File: src/rtl/cell_paint_pkg.sv
// -----------------------------------------------------------------------------
// cell_paint_pkg
// Shared constants and types for the cell painter: grid geometry defaults,
// the VGA screen limits the painter must stay within, the two life colours,
// the painter FSM encoding and the packed layout of one queued cell update.
// -----------------------------------------------------------------------------
package cell_paint_pkg;

  localparam int CELL_SIZE = 4;
  localparam int GRID_W    = 40;
  localparam int GRID_H    = 30;
  localparam int SCREEN_W  = 160;
  localparam int SCREEN_H  = 120;

  localparam logic [2:0] COLOUR_ALIVE = 3'b111;
  localparam logic [2:0] COLOUR_DEAD  = 3'b000;

  typedef enum logic [1:0] {
    IDLE  = 2'd0,
    PAINT = 2'd1,
    CLEAR = 2'd2
  } state_e;

  // One queued update: column, row and colour of a cell.
  typedef struct packed {
    logic [7:0] col;
    logic [7:0] row;
    logic [2:0] colour;
  } cell_upd_t;

  localparam int UPD_W = $bits(cell_upd_t);

endpackage

File: src/rtl/cell_fifo.sv
// -----------------------------------------------------------------------------
// cell_fifo
// Synchronous show-ahead FIFO holding pending cell updates.
//   clock    : clock
//   reset_n  : synchronous active-low reset (empties the queue)
//   push_i   : write wdata_i (ignored when full)
//   pop_i    : drop the head entry (ignored when empty)
//   flush_i  : discard every entry; has priority over push/pop
//   wdata_i  : entry to write
//   rdata_o  : current head entry, valid whenever empty_o is 0
//   full_o   : no free slot
//   empty_o  : no entry stored
// -----------------------------------------------------------------------------
module cell_fifo #(
  parameter int WIDTH = 19,
  parameter int DEPTH = 8
) (
  input  logic             clock,
  input  logic             reset_n,
  input  logic             push_i,
  input  logic             pop_i,
  input  logic             flush_i,
  input  logic [WIDTH-1:0] wdata_i,
  output logic [WIDTH-1:0] rdata_o,
  output logic             full_o,
  output logic             empty_o
);

  localparam int AW = $clog2(DEPTH);

  if (DEPTH < 2 || (1 << AW) != DEPTH) begin : g_bad_depth
    $error("cell_fifo: DEPTH must be a power of two, at least 2");
  end

  logic [WIDTH-1:0] mem_q [DEPTH];
  // Pointers carry one extra wrap bit so full and empty can be told apart.
  logic [AW:0]      wr_ptr_q, wr_ptr_d;
  logic [AW:0]      rd_ptr_q, rd_ptr_d;
  logic             do_push, do_pop;

  assign do_push = push_i & ~full_o;
  assign do_pop  = pop_i & ~empty_o;

  assign empty_o = (wr_ptr_q == rd_ptr_q);
  assign full_o  = (wr_ptr_q[AW] != rd_ptr_q[AW]) &&
                   (wr_ptr_q[AW-1:0] == rd_ptr_q[AW-1:0]);
  assign rdata_o = mem_q[rd_ptr_q[AW-1:0]];

  always_comb begin
    wr_ptr_d = wr_ptr_q;
    rd_ptr_d = rd_ptr_q;
    if (flush_i) begin
      wr_ptr_d = '0;
      rd_ptr_d = '0;
    end else begin
      if (do_push) wr_ptr_d = wr_ptr_q + 1'b1;
      if (do_pop)  rd_ptr_d = rd_ptr_q + 1'b1;
    end
  end

  always_ff @(posedge clock) begin
    if (!reset_n) begin
      wr_ptr_q <= '0;
      rd_ptr_q <= '0;
    end else begin
      wr_ptr_q <= wr_ptr_d;
      rd_ptr_q <= rd_ptr_d;
    end
  end

  // NOTE: the storage array has no reset; the pointers alone define which
  // slots hold valid data, and leaving the array unreset lets it map to RAM.
  always_ff @(posedge clock) begin
    if (do_push && !flush_i) mem_q[wr_ptr_q[AW-1:0]] <= wdata_i;
  end

endmodule

File: src/rtl/cell_painter.sv
// -----------------------------------------------------------------------------
// cell_painter
// Turns cell updates (column, row, colour) into a stream of VGA pixel writes.
// Each accepted update is queued, then painted as a CELL_SIZE x CELL_SIZE
// square, one pixel per cycle, x fastest. A clear request blanks the whole
// grid area after the cell in progress completes and discards queued updates.
//   clock      : clock
//   reset_n    : synchronous active-low reset
//   in_valid   : update offered;  in_ready : update taken this cycle
//   in_col/in_row/in_colour : update contents
//   clear      : one-cycle request to blank the screen
//   out_x/out_y/out_colour/plot : VGA write port
//   busy       : painting, clearing, clear pending or queue non-empty
//   drop_err   : sticky, an out-of-range update was discarded
// -----------------------------------------------------------------------------
module cell_painter #(
  parameter int CELL_SIZE  = cell_paint_pkg::CELL_SIZE,
  parameter int GRID_W     = cell_paint_pkg::GRID_W,
  parameter int GRID_H     = cell_paint_pkg::GRID_H,
  parameter int FIFO_DEPTH = 8
) (
  input  logic       clock,
  input  logic       reset_n,
  input  logic       in_valid,
  output logic       in_ready,
  input  logic [7:0] in_col,
  input  logic [7:0] in_row,
  input  logic [2:0] in_colour,
  input  logic       clear,
  output logic [7:0] out_x,
  output logic [7:0] out_y,
  output logic [2:0] out_colour,
  output logic       plot,
  output logic       busy,
  output logic       drop_err
);

  import cell_paint_pkg::*;

  if (GRID_W * CELL_SIZE > SCREEN_W || GRID_H * CELL_SIZE > SCREEN_H) begin : g_bad_geom
    $error("cell_painter: grid does not fit the 160x120 screen");
  end

  // Every index quantity lives in 8 bits; the geometry check above keeps
  // all products and sums inside that range.
  localparam logic [7:0] CS8    = 8'(CELL_SIZE);
  localparam logic [7:0] CS_M1  = 8'(CELL_SIZE - 1);
  localparam logic [7:0] GW8    = 8'(GRID_W);
  localparam logic [7:0] GH8    = 8'(GRID_H);
  localparam logic [7:0] X_LAST = 8'(GRID_W * CELL_SIZE - 1);
  localparam logic [7:0] Y_LAST = 8'(GRID_H * CELL_SIZE - 1);

  state_e     state_q, state_d;
  logic       clear_pending_q, clear_pending_d;
  logic       drop_err_q, drop_err_d;
  logic [7:0] base_x_q, base_x_d;   // top-left pixel of the cell being painted
  logic [7:0] base_y_q, base_y_d;
  logic [7:0] dx_q, dx_d;
  logic [7:0] dy_q, dy_d;
  logic [7:0] out_x_q, out_x_d;
  logic [7:0] out_y_q, out_y_d;
  logic [2:0] out_colour_q, out_colour_d;
  logic       plot_q, plot_d;

  cell_upd_t  in_upd, head;
  logic       fifo_full, fifo_empty;
  logic       accept, in_range, push, pop, flush, seq_done;

  assign in_ready = reset_n & ~fifo_full & ~clear_pending_q & (state_q != CLEAR);
  assign accept   = in_valid & in_ready;
  assign in_range = (in_col < GW8) && (in_row < GH8);
  assign push     = accept & in_range;
  assign in_upd   = '{col: in_col, row: in_row, colour: in_colour};

  cell_fifo #(
    .WIDTH (UPD_W),
    .DEPTH (FIFO_DEPTH)
  ) u_fifo (
    .clock   (clock),
    .reset_n (reset_n),
    .push_i  (push),
    .pop_i   (pop),
    .flush_i (flush),
    .wdata_i (in_upd),
    .rdata_o (head),
    .full_o  (fifo_full),
    .empty_o (fifo_empty)
  );

  // NOTE: every signal written here gets a default first, so no path through
  // the case statement can leave one unassigned and infer a latch.
  always_comb begin
    state_d      = state_q;
    base_x_d     = base_x_q;
    base_y_d     = base_y_q;
    dx_d         = dx_q;
    dy_d         = dy_q;
    out_x_d      = out_x_q;
    out_y_d      = out_y_q;
    out_colour_d = out_colour_q;
    plot_d       = plot_q;
    pop          = 1'b0;
    flush        = 1'b0;
    seq_done     = 1'b0;

    case (state_q)
      IDLE: seq_done = 1'b1;

      PAINT: begin
        if (dx_q == CS_M1 && dy_q == CS_M1) begin
          seq_done = 1'b1;
        end else begin
          if (dx_q == CS_M1) begin
            dx_d = '0;
            dy_d = dy_q + 8'd1;
          end else begin
            dx_d = dx_q + 8'd1;
          end
          out_x_d = base_x_q + dx_d;
          out_y_d = base_y_q + dy_d;
        end
      end

      CLEAR: begin
        // The output registers double as the sweep counters.
        if (out_x_q == X_LAST && out_y_q == Y_LAST) begin
          seq_done = 1'b1;
        end else if (out_x_q == X_LAST) begin
          out_x_d = '0;
          out_y_d = out_y_q + 8'd1;
        end else begin
          out_x_d = out_x_q + 8'd1;
        end
      end

      default: state_d = IDLE;
    endcase

    // Shared hand-off point: idle cycle, last pixel of a cell, or last pixel
    // of a clear. A pending clear wins over queued cells and discards them;
    // otherwise the next cell starts on this edge with no idle bubble.
    if (seq_done) begin
      if (clear_pending_q) begin
        state_d      = CLEAR;
        flush        = 1'b1;
        out_x_d      = '0;
        out_y_d      = '0;
        out_colour_d = COLOUR_DEAD;
        plot_d       = 1'b1;
      end else if (!fifo_empty) begin
        state_d      = PAINT;
        pop          = 1'b1;
        base_x_d     = head.col * CS8;
        base_y_d     = head.row * CS8;
        dx_d         = '0;
        dy_d         = '0;
        out_x_d      = base_x_d;
        out_y_d      = base_y_d;
        out_colour_d = head.colour;
        plot_d       = 1'b1;
      end else begin
        state_d = IDLE;
        plot_d  = 1'b0;
      end
    end

    // A clear arriving on the very edge a clear starts is kept for one more
    // full clear rather than being absorbed by the current one.
    clear_pending_d = clear | (clear_pending_q & ~flush);
    drop_err_d      = drop_err_q | (accept & ~in_range);
  end

  // NOTE: state registers use non-blocking assignments so every register
  // samples its next value from the same pre-edge snapshot.
  always_ff @(posedge clock) begin
    if (!reset_n) begin
      state_q         <= IDLE;
      clear_pending_q <= 1'b0;
      drop_err_q      <= 1'b0;
      base_x_q        <= '0;
      base_y_q        <= '0;
      dx_q            <= '0;
      dy_q            <= '0;
      out_x_q         <= '0;
      out_y_q         <= '0;
      out_colour_q    <= '0;
      plot_q          <= 1'b0;
    end else begin
      state_q         <= state_d;
      clear_pending_q <= clear_pending_d;
      drop_err_q      <= drop_err_d;
      base_x_q        <= base_x_d;
      base_y_q        <= base_y_d;
      dx_q            <= dx_d;
      dy_q            <= dy_d;
      out_x_q         <= out_x_d;
      out_y_q         <= out_y_d;
      out_colour_q    <= out_colour_d;
      plot_q          <= plot_d;
    end
  end

  assign out_x      = out_x_q;
  assign out_y      = out_y_q;
  assign out_colour = out_colour_q;
  assign plot       = plot_q;
  assign busy       = (state_q != IDLE) | clear_pending_q | ~fifo_empty;
  assign drop_err   = drop_err_q;

endmodule

File: config.mk
export PLATFORM = sky130hd
export DESIGN_NAME = cell_painter
export DESIGN_NICKNAME = d
export VERILOG_FILES = /design/src/rtl/cell_paint_pkg.sv /design/src/rtl/cell_fifo.sv /design/src/rtl/cell_painter.sv
export SDC_FILE = /design/constraint.sdc
export NUM_CORES = 1
export LEC_CHECK = 0
export BUFFER_PORTS_ARGS = -buffer_cell sky130_fd_sc_hd__buf_2
export CAP_MARGIN = 20
export CELL_PAD_IN_SITES_DETAIL_PLACEMENT = 0
export CELL_PAD_IN_SITES_GLOBAL_PLACEMENT = 1
export CORE_MARGIN = 2
export CORE_UTILIZATION = 35
export CTS_BUF_LIST = sky130_fd_sc_hd__clkbuf_16
export CTS_CLUSTER_DIAMETER = 40
export DETAILED_ROUTE_END_ITERATION = 10
export GPL_TIMING_DRIVEN = 1
export PLACE_DENSITY_LB_ADDON = 0.1
export SETUP_SLACK_MARGIN = 0.2
export SLEW_MARGIN = 20
export SYNTH_ARGS = -nofsm -noshare
export SYNTH_HDL_FRONTEND = slang
export SYNTH_SLANG_ARGS = --single-unit
File: constraint.sdc
create_clock -name clock -period 8.85 [get_ports clock]
set_clock_uncertainty 0.1 [all_clocks]
set_input_delay 1.3275 -clock clock [delete_from_list [all_inputs] [get_ports clock]]
set_output_delay 1.3275 -clock clock [all_outputs]
set_load 0.02 [all_outputs]
==> run metrics, run 1 <==
register share of total power roughly half; WP buf/inv 2; synth warn 0; setup_tns 0 ns; Final Hold Violating Endpoints 0; Yosys top cell area share between 40% and 50%; Yosys top cell by area edfxtp_1; Rows 56; setup violators final 0; Critical Path RT 7.42 ns; status finished, final reports clean; Syn Nets around 700; Max VDD drop approximately 0.094 mV; max-cap viol count 0; I/O Buffers 45; simple logic cell fraction of the synthesized area 12.4%; Static Leak roughly 3.2 nW; RePlAce Congestion 0.787; RSZ-0062 raised after global routing false; nature of the critical path startpoint flop; switching power total between 0.0004 and 0.0005 W; Congestion Overflow GR 0; TritonCTS Buffers 17; Slew @ Worst Pin about 1.1 ns; cts hold-fix bufs 0; TritonRoute pass-1 iters 6; dpl hpwl roughly 14000 um; Top FF cell, synth edfxtp_1; crit path max-delay cell type ha_1; clk buf depth 2; DR iter-0 viols 347; fraction of layout cells with a size suffix above 1 19.2%; detailed-route wire length per cell about 20 um; mux contribution to synthesized area a little over a tenth; drc violations 0; core area roughly 23000 um^2; first-pass GRT wire length 31800 um; Final min period 3.48 ns; via count of the first global-routing pass 5446; post-CTS resize count 0; Max-slew headroom ~28%; Post-Synth XOR/XNOR Area around 4.2%; final worst slack 5.37 ns; IO Count 46; largest family of logic cells by synthesized area simple AND/OR/NAND/NOR gates; Int Power ~0.0013 W; pin count of the biggest net entering global routing 31; dpl cells 997; DR vias/cell 5.23; Mapped Cells between 600 and 700; cell family with most CP delay adder cells; synthesized cell area 8390 um^2; pre-CTS setup slack 4.92 ns; Synth Area in Adders under 10%; Avg Cell Area, Syn between 10 and 15 um^2; initial antenna violation count 0; Arr. time, crit path 2.05 ns; clock power share a little under half; register area share after synthesis between 50 and 60%; n_diodes 0; FMAX ~0.29 GHz; Root Buffer clkbuf_16; P&R area growth vs syn 14.5%; CTS tree yes; clk_lat worst skew 0.44 ns; Post-synth EDFFs 120; Cell Pwr Density ~180 nW/um^2; die height roughly 160 um; H-tree levels 4; die footprint 25200 um^2; nets approximately 740; Total Routing Usage GR 16.4%; initial core utilization ~36%; Synth cell types approximately 70; CP peak stage delay approximately 0.5 ns; Design Power 0.00176 W; Min-Delay Path Class reg -> reg; Logic pwr share 2.5%; WS Path Type reg -> out; Final Slew Violations 0; Antenna Violating Nets Remaining 0; number of standard cells in the layout, taps in and fillers out slightly above 1000; most common cell in the synthesized netlist edfxtp_1; setup repair bufs after CTS 0; Sink Count about 180; post-synthesis compound-gate area fraction a little under a tenth; fill cell count approximately 2200; FF+latch count, synth 183; Post-synth ARST share 0%; final wirelength around 20000 um; Die W around 160 um; most instantiated cells after synthesis edfxtp_1 (120), dfxtp_1 (63), nand2_1 (54), nor2_1 (53), o21ai_0 (34); critical-path cell list inv_1 > ha_1 > nor2_1 > nand2_1 > nor2b_1 > buf_2; clock-pin slew on the worst setup and hold paths approximately 0.080 ns; synth top area cells edfxtp_1 (43%), dfxtp_1 (15%), mux4_2 (8.1%); final worst-path cycle share around two fifths; crit path max fanout 21; crit path capture type primary output; Switching Fraction 25.0%; Vias 5383
[final timing paths]
check,startpoint,endpoint,slack [ns],cells after the start
worst max register to register,dx_q[0],out_y[7],5.38,12
worst max-delay path,state_q[0],in_ready,5.37,6
worst min register to register,out_colour[2],out_colour[2],0.35,2
worst min-delay path,out_colour[2],out_colour[2],0.35,2
[power groups by stage]
| stage | Clock (W) | Combinational, W | Sequential [W] |
|---|---|---|---|
| 6_report | 0.000807 | 0.0000439 | 0.000912 |
| 4_1_cts | 0.000828 | 0.0000447 | 0.000912 |
| 3_5_place_dp | 0 | 0.0000445 | 0.000931 |
| 2_1_floorplan | 0 | 0.0000209 | 0.000932 |
| 5_1_grt | 0.000863 | 0.0000487 | 0.000912 |
| 3_3_place_gp | 0 | 0.0000439 | 0.000931 |
[metal layers]
layer	part of all wire (%)	GRT usage, %	wire length (um)
met1	47	21.9	9480
met2	48	27.3	9690
met3	3.4	3.13	690
met4	1.4	4.92	289
met5	0	0	0
[through the flow]
stage	util [%]	hold WS, ns	cell area, um^2
final	40.9	0.353	9610
after global routing	40.9	0.399	9610
after CTS	40.9	0.357	9610
after detailed placement	38.2	0.337	8970
after global placement	38.2	0.334	8970
after floorplan	-	0.327	8390
[final cells by class]
type / count / area (um^2) / area share [%]
Clock buffer: 17 / 425 / 4.43
Clock inverter: 15 / 214 / 2.23
Inverter: 13 / 48.8 / 0.508
Multi-Input combinational cell: 427 / 3350 / 34.9
Sequential cell: 183 / 4870 / 50.7
Tap cell: 319 / 399 / 4.16
Timing Repair Buffer: 55 / 300 / 3.13
[flip-flops by register name (all words and copies together) (netlist names), named ones only]
register         cells
u_fifo.mem_q       120
base_y_q             6
plot                 1
dy_q                 8
out_x                8
dx_q                 8
base_x_q             6
out_colour           3
clear_pending_q      1
out_y                8
u_fifo.rd_ptr_q      4
state_q              2
drop_err             1
u_fifo.wr_ptr_q      4
[layout by cell type, fill, tap and decap left out, types with 12 or more instances in the layout]
cell / n
buf_2: 45
nand4_1: 12
a21oi_1: 24
xnor2_1: 23
o21ai_0: 34
nand2_1: 54
dfxtp_1: 61
clkbuf_16: 17
mux2i_1: 19
edfxtp_1: 120
nand3_1: 14
ha_1: 19
inv_1: 13
mux4_2: 30
nor2_1: 53
xor2_1: 15
[logic make-up after synthesis]
group / count (synthesis)
AOI/OAI and AO/OA: 115
DFF: 183
adders and majority gates: 22
buffers and inverters: 42
muxes: 51
and+or+nand+nor: 200
xor gates and xnor gates: 39
[worst reg2reg max path, cell delays in order, from the launching register on]
cell and delay (ns):
dfxtp_1 0.42, ha_1 0.33, nor3b_2 0.38, and2_1 0.35, nand2_1 0.15, xnor2_1 0.23
ha_1 0.27, a21o_1 0.17, a21oi_1 0.20, o21ai_0 0.17, xnor3_1 0.24, a221oi_2 0.22
o22ai_1 0.11
(Power assumes the default switching activity.)
==> inputs of run 2 (changes only) <==
- ABC_AREA: unset -> 1
- clock period: 8.85 -> 3.14 ns (I/O delays scaled with it)
==> run metrics, run 2 <==
Syn Nets 1021 (+47%); max-cap viol count 0 (unchanged); DR iter-0 viols 442 (+27%); Mapped Cells 977 (+50%); setup_tns 0 ns (unchanged); uppermost layer routed met4; core area 25000 um^2 (+6.4%); Top FF cell, synth edfxtp_1; Min-Delay Path Class in -> reg; final worst-path cycle share 85.9%; most instantiated cells after synthesis nand2_1 (211), edfxtp_1 (120), nor2_1 (104), o21ai_0 (79), inv_1 (76); Congestion Overflow GR 0 (unchanged); Yosys top cell by area edfxtp_1; Die W 163 um (+2.6%); Static Leak 4.02 nW (+24%); via count of the first global-routing pass 6579 (+21%); Total Routing Usage GR 19.6% (+3.2 points); synth warn 0 (unchanged); crit path max fanout 17 (-19%); Avg Cell Area, Syn 9.05 um^2 (-30%); clk buf depth 2 (unchanged); IO Count 46 (unchanged); Final Slew Violations 0 (unchanged); detailed-route wire length per cell 18.2 um (-7.3%); Met2 Routed Length 12900 um (+33%); final worst slack 0.443 ns (-4.93 ns); Max-slew headroom 54.3% (+27 points); nets 1086 (+47%); FF+latch count, synth 183 (unchanged); setup slack, reg-to-reg 0.44 ns (-4.94 ns); crit path capture type flop; Max VDD drop 0.301 mV (+220%); clk_lat worst skew 0.43 ns (about the same); Largest register FFs 120 (unchanged); final wirelength 25100 um (+25%); RePlAce Congestion 0.792 (+0.57%); dpl hpwl 17600 um (+29%); pin count of the biggest net entering global routing 61 (+97%); Root Buffer clkbuf_16; TritonRoute pass-1 iters 5 (-1); fraction of layout cells with a size suffix above 1 16.2% (-2.9 points); Worst Reg2Reg Path Length in Cells 13 (+1); met3 wire length 671 um (-2.8%); H-tree levels 4 (unchanged); cts hold-fix bufs 0 (unchanged); Final Hold Violating Endpoints 0 (unchanged); dpl cells 1350 (+35%); Post-synth EDFFs 120 (unchanged); Synth cell types 45 (-35%); Arr. time, crit path 2.71 ns (+0.66 ns); Area after DPL 9610 um^2 (+7.2%); WS Path Type reg -> reg; most common cell in the synthesized netlist nand2_1; initial core utilization 35.4% (-0.31 points); Final min period approximately 2.7 ns; nature of the critical path startpoint flop; Cell Pwr Density 475 nW/um^2 (+160%); Sink Count 183 (unchanged); die footprint 26500 um^2 (+5.3%); setup violators final 0 (unchanged); Yosys top cell area share 40.8% (-2.2 points); TritonCTS Buffers 17 (unchanged); RSZ-0062 raised after global routing false; most common cell after layout, fill and taps aside nand2_1; FMAX 0.371 GHz; number of standard cells in the layout, taps in and fillers out 1384 (+34%); pre-CTS setup slack 0.291 ns (-4.63 ns); wl on met1 11300 um (+19%); register area share after synthesis 55.0% (-3.0 points); CTS tree yes; synthesized cell area 8840 um^2 (+5.4%); n_diodes 0 (unchanged); Rows 58 (+3.6%); die height 163 um (+2.6%); synth top area cells edfxtp_1 (41%), dfxtp_1 (14%), nand2_1 (9.0%); Critical Path RT 3.16 ns (-4.26 ns); drc violations 0 (unchanged); P&R area growth vs syn 16.2%; initial antenna violation count 0 (unchanged); Slew @ Worst Pin 0.684 ns (-0.401 ns); design area 10300 um^2 (+6.9%); DR vias/cell 4.96 (-5.1%); hold path depth 1 (-1); commonest non-fill, non-tap cells in the layout nand2_1 (211), edfxtp_1 (120), nor2_1 (102), o21ai_0 (79), inv_1 (75); first-pass GRT wire length 38800 um (+22%); Vias 6871 (+28%); Antenna Violating Nets Remaining 0 (unchanged); I/O Buffers 45 (unchanged); status finished, final reports clean; clock-pin slew on the worst setup and hold paths 0.08 ns (about the same); Post-synth ARST share 0% (unchanged)
[run 2: cell types whose count changed after synthesis, sizes merged, moves of 18 or more]
cell	before	now
nor2	53	110
nand3	14	70
a21oi	24	61
nand2	55	218
inv	13	82
o21ai	37	83
mux2i	19	0
mux4	30	0
xnor2	23	5
[run 2: area by class of cell]
type / instances / area [um^2]
sequential: 183 / 4870
multi-input combinational: 668 / 3530
tap: 330 / 413
inverter: 85 / 329
timing repair buffer: 87 / 557
clock inverter: 14 / 150
clock buffer: 17 / 425
fill: 2543 / 14700
[run 2: logic make-up (layout without fill, tap and decap cells)]
family          Yosys count  count (layout)  share of synthesized area [%]
fa+ha+maj                21              21                           3.14
compound gates          183             183                           11.5
buf+inv                 126             203                           5.89
simple gates            442             442                           22.2
flops                   183             183                           55.0
xor+xnor                 22              22                           2.26
[run 2: per-stage QoR]
| stage | hold slack (ns) | power, W | utilization, % |
|---|---|---|---|
| finish | 0.206 | 0.00487 | 41.1 |
| detailed placement | 0.340 | 0.00281 | 38.5 |
| CTS | 0.197 | 0.00493 | 40.8 |
| floorplan | 0.344 | 0.00272 | - |
| global route | 0.210 | 0.00505 | 41.1 |
| global placement | 0.339 | 0.00281 | 38.5 |
[run 2: final timing paths]
path / from / to
setup / recovery: dx_q[0] / u_fifo.mem_q[5][12]
hold / removal: in_col[0] / u_fifo.mem_q[4][11]
setup reg to reg: dx_q[0] / u_fifo.mem_q[5][12]
hold reg to reg: drop_err / drop_err
[run 2: timing repair]
item,in CTS,in global routing
buffers inserted,0,3
setup endpoints to repair,0,10
gates resized for setup,0,13
[run 2: per-layer routing]
layer,vias up,track usage [%]
li1,3466,-
met1,3284,24.9
met2,110,35.7
met3,11,2.75
met4,0,3.86
met5,-,0
[run 2: power by group]
part / total, W / internal [W] / switching [W]
Combinational: 0.000172 / 0.0000508 / 0.000121
Sequential: 0.00258 / 0.00257 / 0.0000117
Clock: 0.00213 / 0.00107 / 0.00106
Total: 0.00487 / 0.00369 / 0.00119
[run 2: worst max-delay path, cell delays in order, from the launching register on]
cell and delay [ns]:
dfxtp_2 0.35, ha_4 0.17, nand3_1 0.09, nor2_2 0.05, buf_6 0.14, buf_4 0.14
nand4_2 0.18, nand3b_4 0.13, nand2_4 0.14, clkinv_4 0.15, nand2_2 0.16, nand3_1 0.11
nor2_1 0.19, buf_4 0.28
==> inputs of run 3 (changes only) <==
- RECOVER_POWER: unset -> 100
- clock period: 3.14 -> 2.39 ns (I/O delays scaled with it)
==> run metrics, run 3 (same netlist as run 2, synthesis figures left out) <==
status complete, but fails checks; failing checks setup timing; crit path max-delay cell type dfxtp_2; FMAX 0.402 GHz (+8.5%); pin count of the biggest net entering global routing 61 (unchanged); die height 163 um (unchanged); Max-slew headroom 54.2% (-0.11 points); Static Leak 4.83 nW (+20%); initial core utilization 35.4% (unchanged); Design Power 0.00669 W (+37%); FF-to-FF Start dx_q[1]; H-tree levels 4 (unchanged); TritonRoute pass-1 iters 5 (unchanged); nature of the critical path startpoint flop; die footprint 26500 um^2 (unchanged); Sink Count 183 (unchanged); core area 25000 um^2 (unchanged); Reg-to-Reg End out_y[6]; Max VDD drop 0.455 mV (+51%); I/O Buffers 45 (unchanged); CTS tree yes; Congestion Overflow GR 0 (unchanged); detailed-route wire length per cell 17.8 um (-1.8%); via count of the first global-routing pass 7139 (+8.5%); max-cap viol count 0 (unchanged); Final Slew Violations 0 (unchanged); P&R area growth vs syn 40.4%; pre-CTS setup slack -0.222 ns (-0.513 ns); WS Path Type reg -> reg; n_diodes 0 (unchanged); Root Buffer clkbuf_16; final wirelength 27200 um (+8.2%); crit path max fanout 2 (-15); RSZ-0062 raised after global routing true; Vias 7486 (+9.0%); setup slack, reg-to-reg -0.1 ns (-0.54 ns); Cell Pwr Density 539 nW/um^2 (+14%); Rows 58 (unchanged); nets 1226 (+13%); final worst slack -0.0964 ns (-0.540 ns); CP endpoint out_y[6]; fraction of layout cells with a size suffix above 1 33.7% (+17 points); initial antenna violation count 0 (unchanged); setup violators final 26 (+26); most common cell after layout, fill and taps aside nand2_1; dpl hpwl 17400 um (-1.1%); Arr. time, crit path 2.72 ns (about the same); DR iter-0 viols 356 (-19%); clk_lat worst skew 0.44 ns (about the same); IO Count 46 (unchanged); commonest non-fill, non-tap cells in the layout nand2_1 (187), edfxtp_1 (120), buf_4 (117), nor2_1 (84), o21ai_0 (69); crit path capture type flop; Worst Reg2Reg Path Length in Cells 16 (+3); Die W 163 um (unchanged); drc violations 0 (unchanged); CP peak stage delay 0.36 ns (about the same); Final Hold Violating Endpoints 0 (unchanged); critical-path cell list ha_4 > nand3_4 > nor2_4 > inv_2 > nor2_4 > xor2_2 > ha_2 > inv_2 > fa_2 > o21ai_2 > xnor2_1 > o21ai_1 > nand2_1 > nand3_1 > nand2_1 > inv_1; Total Routing Usage GR 20.3% (+0.69 points); first-pass GRT wire length 40600 um (+4.8%); RePlAce Congestion 0.836 (+5.5%); fill cell count 2397 (-5.7%); Min-Delay Path Class in -> reg; final worst-path cycle share 104% (+18 points); crit path from dx_q[1]; clk buf depth 2 (unchanged); TritonCTS Buffers 17 (unchanged); Largest register FFs 120 (unchanged); Slew @ Worst Pin 0.681 ns (-0.00287 ns); DR vias/cell 4.91 (-1.1%); Critical Path RT 2.63 ns (-0.53 ns); clock-pin slew on the worst setup and hold paths 0.08 ns (about the same); Antenna Violating Nets Remaining 0 (unchanged); Final min period 2.49 ns (-0.210 ns); design area 12400 um^2 (+21%); Area after DPL 10500 um^2 (+9.1%)
==> run 3: cell types whose count changed in the layout (fill, tap and decap cells not counted), moves of 13 or more <==
| cell | previous run | this run |
|---|---|---|
| nor2_1 | 102 | 84 |
| a21oi_1 | 59 | 40 |
| nand2_1 | 211 | 187 |
| inv_2 | 7 | 20 |
| inv_1 | 75 | 60 |
| buf_2 | 45 | 12 |
| buf_6 | 1 | 33 |
| nand3_2 | 1 | 15 |
| nand3_1 | 68 | 50 |
| a21oi_2 | 2 | 21 |
| buf_4 | 40 | 117 |
| clkbuf_1 | 0 | 40 |
==> run 3: worst min-delay path by stage <==
stage	slack [ns]	endpoint	start	cells past startpoint
final	0.08	clear_pending_q	clear	3
after global routing	0.09	clear_pending_q	clear	3
after CTS	0.05	u_fifo.mem_q[0][6]	in_row[3]	1
after detailed placement	0.35	out_colour[2]	out_colour[2]	2
after global placement	0.35	out_colour[2]	out_colour[2]	2
after floorplan	0.34	base_x_q[5]	base_x_q[5]	2
==> run 3: timing repair <==
action / 4_1_cts / 5_1_grt
setup endpoints to repair: 145 / 143
gates cloned: 2 / 6
gates resized for setup: 64 / 133
buffers inserted: 28 / 30
pin swaps: 37 / 58
hold buffers: 0 / 0
==> run 3: worst max-delay path: cells and delay by family (launching register included) <==
kind            cells  cell delay (ns)
fa+ha+maj           3             0.72
buf+inv             3             0.15
xor+xnor            2             0.35
simple gates        6             0.50
compound gates      2             0.21
flops               1             0.36
==> run 3: where the power goes <==
| part | total (W) | internal, W | switching [W] |
|---|---|---|---|
| clock network | 0.00297 | 0.00146 | 0.00151 |
| registers | 0.00338 | 0.00337 | 0.00000860 |
| logic | 0.000341 | 0.000134 | 0.000207 |
==> run 3: per-stage QoR <==
stage	hold slack (ns)	util, %	setup TNS, ns	std cells
6_report	0.0782	49.7	-0.929	1525
5_1_grt	0.0939	49.7	-7.95	1525
4_1_cts	0.0500	46.9	-0.336	1489
3_5_place_dp	0.353	42.0	-1.37	1427
3_3_place_gp	0.349	42.0	-1.26	1427
2_1_floorplan	0.344	-	-0.0823	977
==> run 3: final cells by class <==
cell class / count / area [um^2] / share of cell area [%]
multi-input cells: 669 / 4220 / 34.0
well taps: 330 / 413 / 3.33
inverters: 85 / 335 / 2.70
repair buffers: 226 / 1910 / 15.4
clock buffers: 17 / 425 / 3.43
flip-flops and latches: 183 / 4890 / 39.4
clock inverters: 15 / 211 / 1.70
==> run 3: per-layer routing <==
metal | share of wire [%] | GRT usage [%] | vias to the layer above
li1 | - | - | 3758
met1 | 44 | 25.4 | 3594
met2 | 53 | 36.5 | 117
met3 | 2.6 | 3.16 | 17
met4 | 1.0 | 5.23 | 0
met5 | 0 | 0 | -
